[src/rtl/keypad_emulator.sv]
// rtl/keypad_emulator.sv - 4x4 matrix keypad responder replaying bounce/hold/release/gap per requested key
module keypad_emulator #(
  parameter int BOUNCE_CYCLES = 1000,
  parameter int BOUNCE_TOGGLE = 100,
  parameter int HOLD_CYCLES   = 50000,
  parameter int GAP_CYCLES    = 50000,
  parameter int CNT_W         = 24
) (
  input  logic       clk,
  input  logic       rst,
  input  logic [3:0] row_sweep,
  input  logic       key_valid,
  input  logic [3:0] key_code,
  output logic       key_ready,
  output logic [3:0] column_in,
  output logic       busy,
  output logic       press_done,
  output logic       contact
);

  typedef enum logic [2:0] {S_IDLE, S_PB, S_HOLD, S_RB, S_GAP} state_t;

  localparam logic [CNT_W-1:0] BOUNCE_LAST = CNT_W'(BOUNCE_CYCLES - 1);
  localparam logic [CNT_W-1:0] TOGGLE_LAST = CNT_W'(BOUNCE_TOGGLE - 1);
  localparam logic [CNT_W-1:0] HOLD_LAST   = CNT_W'(HOLD_CYCLES - 1);
  localparam logic [CNT_W-1:0] GAP_LAST    = CNT_W'(GAP_CYCLES - 1);

  state_t           state;
  logic [3:0]       key_r;
  logic [CNT_W-1:0] cnt;
  logic [CNT_W-1:0] tog;

  always_ff @(posedge clk) begin
    if (rst) begin
      state      <= S_IDLE;
      key_r      <= '0;
      cnt        <= '0;
      tog        <= '0;
      key_ready  <= 1'b0;
      busy       <= 1'b0;
      press_done <= 1'b0;
      contact    <= 1'b0;
    end else begin
      press_done <= 1'b0;
      case (state)
        S_IDLE: begin
          if (key_valid && key_ready) begin
            key_r     <= key_code;
            cnt       <= '0;
            tog       <= '0;
            state     <= S_PB;
            contact   <= 1'b1;
            busy      <= 1'b1;
            key_ready <= 1'b0;
          end else begin
            key_ready <= 1'b1;
          end
        end
        // Both bounce phases share the toggle logic; only the exit differs.
        S_PB, S_RB: begin
          if (cnt == BOUNCE_LAST) begin
            cnt <= '0;
            tog <= '0;
            if (state == S_PB) begin
              state   <= S_HOLD;
              contact <= 1'b1;
            end else begin
              state   <= S_GAP;
              contact <= 1'b0;
            end
          end else begin
            cnt <= cnt + CNT_W'(1);
            if (tog == TOGGLE_LAST) begin
              tog     <= '0;
              contact <= ~contact;
            end else begin
              tog <= tog + CNT_W'(1);
            end
          end
        end
        S_HOLD: begin
          if (cnt == HOLD_LAST) begin
            cnt     <= '0;
            tog     <= '0;
            state   <= S_RB;
            contact <= 1'b0;
          end else begin
            cnt <= cnt + CNT_W'(1);
          end
        end
        S_GAP: begin
          if (cnt == GAP_LAST) begin
            cnt        <= '0;
            state      <= S_IDLE;
            busy       <= 1'b0;
            key_ready  <= 1'b1;
            press_done <= 1'b1;
          end else begin
            cnt <= cnt + CNT_W'(1);
          end
        end
        default: begin
          state     <= S_IDLE;
          busy      <= 1'b0;
          contact   <= 1'b0;
          key_ready <= 1'b0;
        end
      endcase
    end
  end

  // Zero-latency column answer: only the latched key's row is observed.
  always_comb begin
    column_in = 4'b1111;
    if (contact && !row_sweep[key_r[3:2]])
      column_in[key_r[1:0]] = 1'b0;
  end

endmodule

[config.mk]
export PLATFORM = sky130hd
export DESIGN_NAME = keypad_emulator
export DESIGN_NICKNAME = d
export VERILOG_FILES = /design/src/rtl/keypad_emulator.sv
export SDC_FILE = /design/constraint.sdc
export NUM_CORES = 1
export LEC_CHECK = 0
export ABC_AREA = 1
export CORE_MARGIN = 2
export CORE_UTILIZATION = 50
export CTS_CLUSTER_SIZE = 30
export DETAILED_ROUTE_END_ITERATION = 6
export PLACE_DENSITY = 0.68
export SKIP_CTS_REPAIR_TIMING = 1
export SLEW_MARGIN = 20
export SYNTH_ARGS = -nofsm -noshare
export SYNTH_HDL_FRONTEND = slang
export SYNTH_SLANG_ARGS = --single-unit
[constraint.sdc]
create_clock -name clk -period 2.05 [get_ports clk]
set_clock_uncertainty 0.1 [all_clocks]
set_input_delay 0.3075 -clock clk [delete_from_list [all_inputs] [get_ports clk]]
set_output_delay 0.3075 -clock clk [all_outputs]
set_load 0.05 [all_outputs]
==> results.md <==
| Group | Result | Value |
|---|---|---|
| logic synthesis | Cells taking the most area after synthesis | sky130_fd_sc_hd__dfxtp_1, sky130_fd_sc_hd__nand2_1, sky130_fd_sc_hd__nor2_1 |
| finish | Utilization of the core after routing | 59.75% |
| clocking | Worst-case clock buffer depth | 2 |
| placed design | Placed instance area | 4128 sq um |
| pwr | Pwr Total | 3.977 mW |
| logic synthesis | Number of synthesized register bits | 59 |
| worst setup path | Worst setup path end | contact |
| logic synthesis | Mapped Avg Cell Area | 6.295 sq um |
| logic synthesis | Fraction of registers with async set or reset after synthesis | 0% |
| route | Remaining DRCs | 0 |
| worst setup path | End of the worst register-to-register path | tog[3] |
| worst setup path | Worst reg2reg startpoint | cnt[0] |
| clocking | Count of H-tree levels built during CTS | 3 |
| logic synthesis | Count of warnings emitted by yosys | 0 |
| route | Wire per inst | 13.80 um |
| worst setup path | Class of the most critical setup path | reg -> out |
| worst setup path | Critical path depth | 1 |
| pwr | Power density over cell area | 912.9 nW/um^2 |
| pwr | Static Leakage | 1.709 nW |
| sta | Setup Viol. Count Final | 0 |
| finish | Post-layout instance area | 4357 sq um |
| logic synthesis | Area of the mapped netlist | 3802 sq um |
| clocking | TritonCTS clock tree | done |
| worst setup path | Combined buffer and inverter count along the critical path | 1 |
| worst setup path | Arrival time at the worst endpoint | 1.56 ns |
| floorplan | Overall die width | 91.21 um |
| finish | Fin nets | 647 |
| worst setup path | Crit path max fanout | 4 |
| worst setup path | Launching instance or port of the critical path | contact |
| worst setup path | Worst R2R Setup Slack | 0.18 ns |
| floorplan | Placeable core area | 7292 sq um |
| clocking | Inserted Clock Buffers | 9 |
| grt | Tot GR Track Use | 25.00% |
| worst hold path | Worst min path class | reg -> reg |
| worst setup path | Ordered cell list for the critical path | clkdlybuf4s50_1 |
| floorplan | Die outline height | 91.21 um |
| sta | Shortest clock period the worst path allows after layout | 1.970 ns |
| job | Number of violations of the max-capacitance limit | 0 |
| placed design | Port Buffer Count | 18 |
| clocking | Clock sink count | 59 |
| sta | Tcrit/Tclk final | 96.09% |
| floorplan | Io pins | 19 |
| clocking | Worst-Skew Late Latency | 0.34 ns |
| sta | Hold violation count in the final report | 0 |
| finish | Antenna diode instance count | 0 |
| route | Routed Antenna Nets | 0 |
| sta | Final Max Tran Viols | 0 |
| sta | Worst Setup Slack, final | 0.08010 ns |
| placed design | Placer congestion estimate | 0.9776 |
| worst setup path | Startpoint types | register |
| logic synthesis | Number of flops mapped to enable cells by yosys | 0 |
| grt | Wire length of the first global-routing pass | 16.95 mm |
| status | Outcome | finished, final reports clean |
| route | Wire length reported by the detailed router | 10.17 mm |
| sta | Tightest hold margin | 0.3862 ns |
| floorplan | Initial Utilization | 52.14% |
| placed design | Placed cells | 721 |
| floorplan | Standard-cell rows | 31 |
| finish | Area growth from synthesis to layout | 14.58% |
| logic synthesis | Share of synthesized area occupied by flip-flops and latches | 31.06% |
| logic synthesis | Most instantiated library cell after synthesis | sky130_fd_sc_hd__nand2_1 |
| worst setup path | Max stage delay cell, worst path | sky130_fd_sc_hd__clkdlybuf4s50_1 |
| grt | Remaining global-route overflow | 0 |
| floorplan | Die area | 8318 sq um |
| grt | Vias in the first global route | 3633 |
| sta | Slew @ Worst Pin | 0.7032 ns |
| worst setup path | Slowest Stage Delay on Critical Path | 0.83 ns |
| placed design | Dpl ws | 0.04026 ns |
| finish | FILL cells | 751 |
| placed design | Hpwl dp | 7.713 mm |
| clocking | Clock root buffer master | sky130_fd_sc_hd__clkbuf_8 |
| route | Detailed-route via count | 4083 |
| finish | Share of layout cells above drive strength 1 | 12.38% |
| logic synthesis | Synth top area share | 31.06% |
| logic synthesis | Cell count after synthesis | 604 |
| logic synthesis | Top post-synthesis cells by count | sky130_fd_sc_hd__nand2_1, sky130_fd_sc_hd__nor2_1, sky130_fd_sc_hd__inv_1 |
| worst setup path | Kind of capture point of the worst setup path | primary output |
| sta | Relative slew margins | 53.07% |
| logic synthesis | Syn nets | 618 |
| pwr | IR drop worst, VDD | 0.4267 mV |
| logic synthesis | Main synth FF type | sky130_fd_sc_hd__dfxtp_1 |
| route | Detail-routed via count per cell | 5.540 |
| logic synthesis | Count of distinct cell types in the synthesized netlist | 40 |
| route | Violation count after the first detailed-route iteration | 313 |
| clocking | Clock-pin slew on the worst setup and hold paths | 0.07 ns |
| sta | Maximum achievable frequency | 0.5076 GHz |
| grt | Largest net degree at the start of global routing | 31 |
| logic synthesis | Cell accounting for the most synthesized area | sky130_fd_sc_hd__dfxtp_1 |
| route | Detailed Routing Iterations Pass 1 | 5 |
| worst setup path | Worst reg-to-reg path cell count | 10 |
| worst setup path | Required time worst endpoint | 1.64 ns |
| worst setup path | CP delay by family, top | buffers and inverters |
| grt | Number of antenna violations at the first check in global routing | 0 |
| sta | Fin Setup TNS | 0 ns |
| finish | Finished Layout Cells | 737 |
worst min path at each step:
stage               startpoint  endpoint  slack, ns  cells past startpoint
floorplan             key_r[3]  key_r[3]       0.34                      2
global placement          busy      busy       0.36                      2
detailed placement        busy      busy       0.37                      2
CTS                       busy      busy       0.39                      2
global route          key_r[0]  key_r[0]       0.41                      2
finish                    busy      busy       0.39                      2
cells in the final DEF, fill, tap and decap left out, types with 3 or more instances in the layout:
cell                              instances
sky130_fd_sc_hd__clkbuf_8                 9
sky130_fd_sc_hd__nand2_1                147
sky130_fd_sc_hd__nor2_1                  78
sky130_fd_sc_hd__o21ai_0                 20
sky130_fd_sc_hd__o21bai_1                 3
sky130_fd_sc_hd__nand4_1                 34
sky130_fd_sc_hd__nor3_1                  11
sky130_fd_sc_hd__inv_1                   73
sky130_fd_sc_hd__o211ai_1                 4
sky130_fd_sc_hd__inv_2                    3
sky130_fd_sc_hd__dfxtp_1                 58
sky130_fd_sc_hd__nor2_2                  14
sky130_fd_sc_hd__nand3_2                  5
sky130_fd_sc_hd__nand2_4                  3
sky130_fd_sc_hd__clkinv_2                 3
sky130_fd_sc_hd__buf_4                   14
sky130_fd_sc_hd__clkdlybuf4s50_1         13
sky130_fd_sc_hd__a21oi_1                 44
sky130_fd_sc_hd__nand3_1                 51
sky130_fd_sc_hd__nand2_2                  8
sky130_fd_sc_hd__xor2_1                   7
sky130_fd_sc_hd__o21ai_1                  3
logic make-up after synthesis:
| group | share of synthesized area [%] |
|---|---|
| AOI/OAI and AO/OA | 11.65 |
| DFF | 31.06 |
| xor gates and xnor gates | 1.843 |
| adders and majority gates | 0.9873 |
| and+or+nand+nor | 44.78 |
| buffers and inverters | 9.674 |
report_power, final:
group          total [mW]  switching, mW  internal [mW]  leakage, nW
Combinational        1.62           1.10          0.515         1.14
Sequential           1.31         0.0727           1.23        0.477
Clock                1.05          0.498          0.556       0.0950
Total                3.98           1.67           2.30         1.71
sequential cells by signal, summed over array words and instances (netlist names):
register	cells
busy	1
cnt	24
contact	1
key_r	4
key_ready	1
press_done	1
state	3
tog	24
cell type report:
type / count / area (sq um) / share of cell area (%)
multi-input combinational: 455 / 2278 / 52.30
inverter: 77 / 289.0 / 6.634
timing repair buffer: 31 / 290.3 / 6.663
clock inverter: 7 / 68.82 / 1.580
sequential: 59 / 1182 / 27.14
clock buffer: 9 / 123.9 / 2.843
tap: 99 / 123.9 / 2.843
layer usage:
metal	routed length (um)	part of all wire, %	GRT usage (%)	vias to the layer above
li1	-	-	-	2030
met1	4672	46	34.50	1875
met2	4595	45	38.52	162
met3	741	7.3	5.228	16
met4	163	1.6	8.965	0
met5	0	0	0	-
Note: power is estimated with default switching activity, not from simulation.
